File: src/rtl/rx_frame_receiver.sv
// Serial frame receiver: 2-flop synchronizer, start detect, mid-bit sampling, byte delivery with status.
// Optional even-parity bit enabled by defining RX_PARITY_EN.
module rx_frame_receiver #(
  parameter int unsigned CLKS_PER_BIT = 10,
  parameter int unsigned DATA_BITS    = 8
) (
  input  logic                 clk,
  input  logic                 n_rst,
  input  logic                 serial_in,
  input  logic                 data_read,
  output logic [DATA_BITS-1:0] rx_data,
  output logic                 data_ready,
  output logic                 overrun_error,
  output logic                 framing_error,
  output logic                 parity_error
);

  localparam int unsigned CNT_W = $clog2(CLKS_PER_BIT + 1);
  localparam int unsigned BIT_W = (DATA_BITS > 1) ? $clog2(DATA_BITS) : 1;
  localparam int unsigned HALF  = CLKS_PER_BIT / 2;

  typedef enum logic [2:0] {
    S_IDLE,
    S_START,
    S_DATA,
`ifdef RX_PARITY_EN
    S_PARITY,
`endif
    S_STOP
  } state_t;

  state_t               state_q, state_d;
  logic [CNT_W-1:0]     cnt_q, cnt_d;
  logic [BIT_W-1:0]     bit_q, bit_d;
  logic [DATA_BITS-1:0] shift_q, shift_d;
  logic [DATA_BITS-1:0] rx_data_d;
  logic                 ready_d, ovr_d, fe_d, pe_d;
  logic                 sync_meta, sync;
  logic                 fall_c;
  logic                 half_strobe_c, bit_strobe_c;

  // Line synchronizer; both stages idle high
  always_ff @(posedge clk or negedge n_rst) begin
    if (!n_rst) begin
      sync_meta <= 1'b1;
      sync      <= 1'b1;
    end else begin
      sync_meta <= serial_in;
      sync      <= sync_meta;
    end
  end

  // Falling edge seen one stage early so START is entered on the edge sync first shows 0
  assign fall_c        = sync & ~sync_meta;
  assign half_strobe_c = (cnt_q == CNT_W'(HALF - 1));
  assign bit_strobe_c  = (cnt_q == CNT_W'(CLKS_PER_BIT - 1));

`ifdef RX_PARITY_EN
  logic par_q, par_d;

  always_ff @(posedge clk or negedge n_rst) begin
    if (!n_rst) begin
      par_q        <= 1'b0;
      parity_error <= 1'b0;
    end else begin
      par_q        <= par_d;
      parity_error <= pe_d;
    end
  end
`else
  assign parity_error = 1'b0;
`endif

  // State, counters and status registers
  always_ff @(posedge clk or negedge n_rst) begin
    if (!n_rst) begin
      state_q       <= S_IDLE;
      cnt_q         <= '0;
      bit_q         <= '0;
      shift_q       <= '0;
      rx_data       <= '0;
      data_ready    <= 1'b0;
      overrun_error <= 1'b0;
      framing_error <= 1'b0;
    end else begin
      state_q       <= state_d;
      cnt_q         <= cnt_d;
      bit_q         <= bit_d;
      shift_q       <= shift_d;
      rx_data       <= rx_data_d;
      data_ready    <= ready_d;
      overrun_error <= ovr_d;
      framing_error <= fe_d;
    end
  end

  // Next-state, sampling and status update
  always_comb begin
    state_d   = state_q;
    cnt_d     = cnt_q + CNT_W'(1);
    bit_d     = bit_q;
    shift_d   = shift_q;
    rx_data_d = rx_data;
    ready_d   = data_ready;
    ovr_d     = overrun_error;
    fe_d      = framing_error;
    pe_d      = parity_error;
`ifdef RX_PARITY_EN
    par_d     = par_q;
`endif

    if (data_read) begin
      ready_d = 1'b0;
      ovr_d   = 1'b0;
    end

    case (state_q)
      S_IDLE: begin
        cnt_d = '0;
        if (fall_c) begin
          state_d = S_START;
          fe_d    = 1'b0;
          pe_d    = 1'b0;
        end
      end
      S_START: begin
        if (half_strobe_c) begin
          cnt_d   = '0;
          bit_d   = '0;
          state_d = sync ? S_IDLE : S_DATA;
        end
      end
      S_DATA: begin
        if (bit_strobe_c) begin
          cnt_d   = '0;
          shift_d = {sync, shift_q[DATA_BITS-1:1]};
          if (bit_q == BIT_W'(DATA_BITS - 1)) begin
            bit_d = '0;
`ifdef RX_PARITY_EN
            state_d = S_PARITY;
`else
            state_d = S_STOP;
`endif
          end else begin
            bit_d = bit_q + BIT_W'(1);
          end
        end
      end
`ifdef RX_PARITY_EN
      S_PARITY: begin
        if (bit_strobe_c) begin
          cnt_d   = '0;
          par_d   = sync;
          state_d = S_STOP;
        end
      end
`endif
      S_STOP: begin
        if (bit_strobe_c) begin
          cnt_d   = '0;
          state_d = S_IDLE;
          if (!sync) begin
            fe_d = 1'b1;
          end
`ifdef RX_PARITY_EN
          else if (^{shift_q, par_q}) begin
            pe_d = 1'b1;
          end
`endif
          else begin
            // A simultaneous data_read means the old byte was consumed, so no overrun
            rx_data_d = shift_q;
            ready_d   = 1'b1;
            ovr_d     = data_ready & ~data_read;
          end
        end
      end
      default: begin
        state_d = S_IDLE;
        cnt_d   = '0;
      end
    endcase
  end

endmodule

File: config.mk
export PLATFORM = sky130hd
export DESIGN_NAME = rx_frame_receiver
export DESIGN_NICKNAME = d
export VERILOG_FILES = /design/src/rtl/rx_frame_receiver.sv
export SDC_FILE = /design/constraint.sdc
export NUM_CORES = 1
export LEC_CHECK = 0
export CORE_UTILIZATION = 58
export CTS_CLUSTER_SIZE = 16
export DETAILED_ROUTE_END_ITERATION = 10
export GPL_ROUTABILITY_DRIVEN = 0
export HOLD_SLACK_MARGIN = 0.1
export PLACE_DENSITY = 0.83
export SLEW_MARGIN = 20
export SYNTH_ARGS = -nofsm -noshare
export SYNTH_HDL_FRONTEND = slang
export SYNTH_SLANG_ARGS = --single-unit
File: constraint.sdc
create_clock -name clk -period 5.3 [get_ports clk]
set_clock_uncertainty 0.2 [all_clocks]
set_input_delay 0.795 -clock clk [delete_from_list [all_inputs] [get_ports clk]]
set_output_delay 0.795 -clock clk [all_outputs]
set_load 0.1 [all_outputs]
==> summary.txt <==
Logic synthesis
  – Mean instance size in the synthesized netlist: 12.9 um2
  – Post-Syn Instances: 103
  – Seq/Total Area, Yosys: 0.568
  – Post-synthesis instance area: 1330 um2
  – Syn Nets: 112
  – Number of distinct standard cells referenced by the synthesized netlist: 35
  – Synth warn: 0
  – Flip-flop and latch count after synthesis: 30

Floorplanning
  – Area of the die: 2480 um2
  – Horizontal die dimension: around 50 um
  – I/O pin cnt: 16
  – DIE HEIGHT: 49.8 um
  – Number of placement rows: 16
  – Placeable core area: between 2000 and 2500 um2
  – Initial Util: 0.643

Critical path
  – Reg2reg start: state_q[1]$_DFFE_PN0P_
  – Register-to-register setup slack: 3.41 ns
  – Data arrival time of the critical path: 1.84 ns
  – Kind of launch point of the worst setup path: flop
  – Category of the most critical setup path: flop to primary output
  – Crit path max-delay family: buffers and inverters
  – Endpoint type of the worst setup path: primary output
  – Worst reg2reg path endpoint: rx_data[1]$_DFFE_PN0P_
  – CP max-delay cell: clkdlybuf4s50_1
  – Maximum net fanout on the critical path: 2
  – CP cell instances: clkdlybuf4s50_1
  – Cells on worst reg2reg path: 3
  – Number of buffers and inverters on the critical path: 1
  – Largest stage delay, worst path: 1.13 ns
  – WP data required: 4.30 ns

STA
  – Peak clock frequency supported by timing: 0.353 GHz
  – Relative slew slack: 0.354
  – Final Cycle Share: 0.534
  – RSZ-0062 raised after global routing: false
  – Final total negative setup slack: 0 ns
  – Finish-stage setup viols: 0
  – Final period demand of the worst path: 2.83 ns
  – Number of failing hold endpoints at the final stage: 0
  – PnR worst setup slack: 2.47 ns
  – Actual slew at the worst max-slew pin: around 0.97 ns
  – Max Slew Vio Count: 0

Routing
  – Remaining number of nets flagged by the antenna check after routing: 0
  – Wirelength, routed: approximately 2200 um
  – First-pass iteration count of the detailed router: 4
  – Vias per cell: 5.64
  – Total via count after detailed routing: 846
  – Post-detailed-route DRC marker count: 0
  – Iteration-0 DRC count of the detailed router: 29
  – Per-cell routed wire length: 14.9 um

Placement
  – Dpl cells: 142
  – Area after detailed placement: 1490 um2
  – Worst slack after detailed placement: 2.83 ns
  – Detailed Place HPWL: 1570 um
  – Count of input and output buffers: 14

Status
  – Result of the run: finished clean

Final layout
  – Share of post-route cells with drive strength above 1: 0.244
  – Area of all placed cells without fillers: 1560 um2
  – Layout overhead on the synthesized area: 17.3%
  – Final cell count without fillers: 150
  – Post-Route Utilization: 0.754
  – Layout net count: about 130
  – Diode count: 0

Global route
  – Vias in the first global route: 840
  – Antenna violations before repair: 0
  – Pin count of the biggest net entering global routing: 31
  – GRT overflow: 0
  – All-Layer GR Usage: 0.217
  – Global-route wire length before repair: 3850 um

Power and ir drop
  – Switching power total: 0.178 mW
  – Switching part of the total power: 0.332
  – Power density of the placed cells: 345 nW/um2
  – Static Leak: approximately 0.76 nW
  – Design internal power: 0.358 mW
  – Fraction of power consumed by combinational cells: 0.193
  – IR Drop Worst-Case VDD: approximately 0.23 mV
  – Part of the total power dissipated in the clock network: 0.266
  – Share of power burned in registers: 0.541

Min path
  – Endpoint of the worst hold-timing path: sync$_DFF_PN1_
  – Hold_sp: sync_meta$_DFF_PN1_
  – Hold-critical path depth: 0
  – Path class of the lowest-slack min-delay path: flop to flop

CTS
  – Clock transition time at the flip-flop clock pins of the worst setup and hold paths: 0.10 ns
  – Number of setup buffers added after CTS: 0
  – Master cell of the clock root buffer: clkbuf_4
  – TritonCTS clock tree: done
  – Clock sinks: 30
  – Deepest level of the CTS H-tree: 2
  – Clock insertion delay at the later pin of the skew report: 0.34 ns
  – Number of buffers added to fix hold violations after cts: 0
  – Quantity of gates resized following cts: 0
  – Maximum buffer depth of the clock tree: 2
  – CTS Buf Count: 5

Job
  – Max Cap Violations: 0
synthesized netlist by cell type:
cell | count | area share
nor3_1 | 5 | 0.019
dfrtp_1 | 28 | 0.53
o221ai_1 | 1 | 0.0066
a22oi_1 | 1 | 0.0057
o41ai_1 | 1 | 0.0066
nand4_1 | 1 | 0.0047
a21oi_1 | 2 | 0.0075
nand2b_1 | 3 | 0.014
o21ai_0 | 4 | 0.015
nor3b_1 | 1 | 0.0057
xnor2_1 | 1 | 0.0066
a211oi_1 | 1 | 0.0057
a31oi_1 | 1 | 0.0047
inv_1 | 4 | 0.011
nand2_4 | 1 | 0.0085
nand4b_1 | 1 | 0.0066
clkbuf_1 | 1 | 0.0028
and3b_1 | 1 | 0.0066
conb_1 | 1 | 0.0028
xor2_1 | 1 | 0.0066
and4bb_4 | 1 | 0.012
nor2b_1 | 2 | 0.0094
buf_2 | 1 | 0.0038
nand3b_1 | 1 | 0.0057
ha_1 | 5 | 0.047
nor2_1 | 5 | 0.014
nor2_4 | 1 | 0.0085
mux2i_1 | 1 | 0.0075
buf_4 | 1 | 0.0057
nand3b_4 | 1 | 0.015
dfstp_2 | 2 | 0.040
nand2_1 | 2 | 0.0057
nand3_1 | 3 | 0.011
o31ai_1 | 2 | 0.011
mux2_2 | 15 | 0.13
power by group through the flow:
| stage | Combinational [mW] | Clock (mW) | Sequential [mW] |
|---|---|---|---|
| 2_1_floorplan | 0.0933 | 0 | 0.278 |
| 5_1_grt | 0.119 | 0.156 | 0.295 |
| 4_1_cts | 0.105 | 0.147 | 0.289 |
| 3_5_place_dp | 0.105 | 0 | 0.294 |
| 3_3_place_gp | 0.0985 | 0 | 0.292 |
| 6_report | 0.103 | 0.143 | 0.290 |
flip-flops by register name, summed over array words and instances (netlist names):
register / cells
rx_data: 8
shift_q: 8
cnt_q: 4
bit_q: 3
state_q: 2
data_ready: 1
framing_error: 1
overrun_error: 1
sync: 1
sync_meta: 1
kinds of logic after synthesis:
family	count (synthesis)	synth area share
AOI/OAI and AO/OA	13	0.0632
xor gates and xnor gates	2	0.0132
adders and majority gates	5	0.0472
buffers and inverters	7	0.0236
DFF	30	0.568
muxes	16	0.135
other	1	0.00283
and+or+nand+nor	29	0.147
worst max path at each step:
stage	to	depth (start not counted)	slack, ns	startpoint
2_1_floorplan	data_ready	0	3.41	data_ready$_DFF_PN0_
3_3_place_gp	rx_data[6]	1	2.86	rx_data[6]$_DFFE_PN0P_
3_5_place_dp	rx_data[1]	1	2.83	rx_data[1]$_DFFE_PN0P_
4_1_cts	overrun_error	1	2.46	overrun_error$_DFF_PN0_
5_1_grt	rx_data[2]	1	2.41	rx_data[2]$_DFFE_PN0P_
6_report	rx_data[2]	1	2.47	rx_data[2]$_DFFE_PN0P_
metal layers:
metal / part of all wire / wire (um) / global-route usage / vias to the layer above
li1: - / - / - / 403
met1: 0.47 / 1040 / 0.283 / 421
met2: 0.48 / 1070 / 0.327 / 17
met3: 0.036 / 81 / 0.0648 / 5
met4: 0.018 / 40 / 0.114 / 0
met5: 0 / 0 / 0 / -
placed cells by master (no fill, tap or decap), types with 2 or more instances in the layout:
cell type        instances
mux2_2                  15
nand3_1                  3
a21oi_1                  2
dfstp_2                  2
ha_1                     5
clkdlybuf4s50_1         14
nor3_1                   5
o31ai_1                  2
nand2_1                  2
inv_1                    4
nor2_1                   5
dfrtp_1                 28
nor2b_1                  2
o21ai_0                  4
clkbuf_4                 5
nand2b_1                 3
cell type report:
type / count / area (um2)
flip-flops and latches: 30 / 753
well taps: 27 / 33.8
clock buffers: 6 / 51.3
clock inverters: 2 / 12.5
fillers: 134 / 507
multi-input cells: 66 / 542
repair buffers: 15 / 148
inverters: 4 / 15.0
metrics by stage:
stage	total power, mW	hold WS [ns]
after CTS	0.542	0.181
final	0.536	0.179
after detailed placement	0.398	0.168
after global placement	0.391	0.165
after floorplan	0.372	0.161
after global routing	0.570	0.187
(Power assumes the default switching activity.)
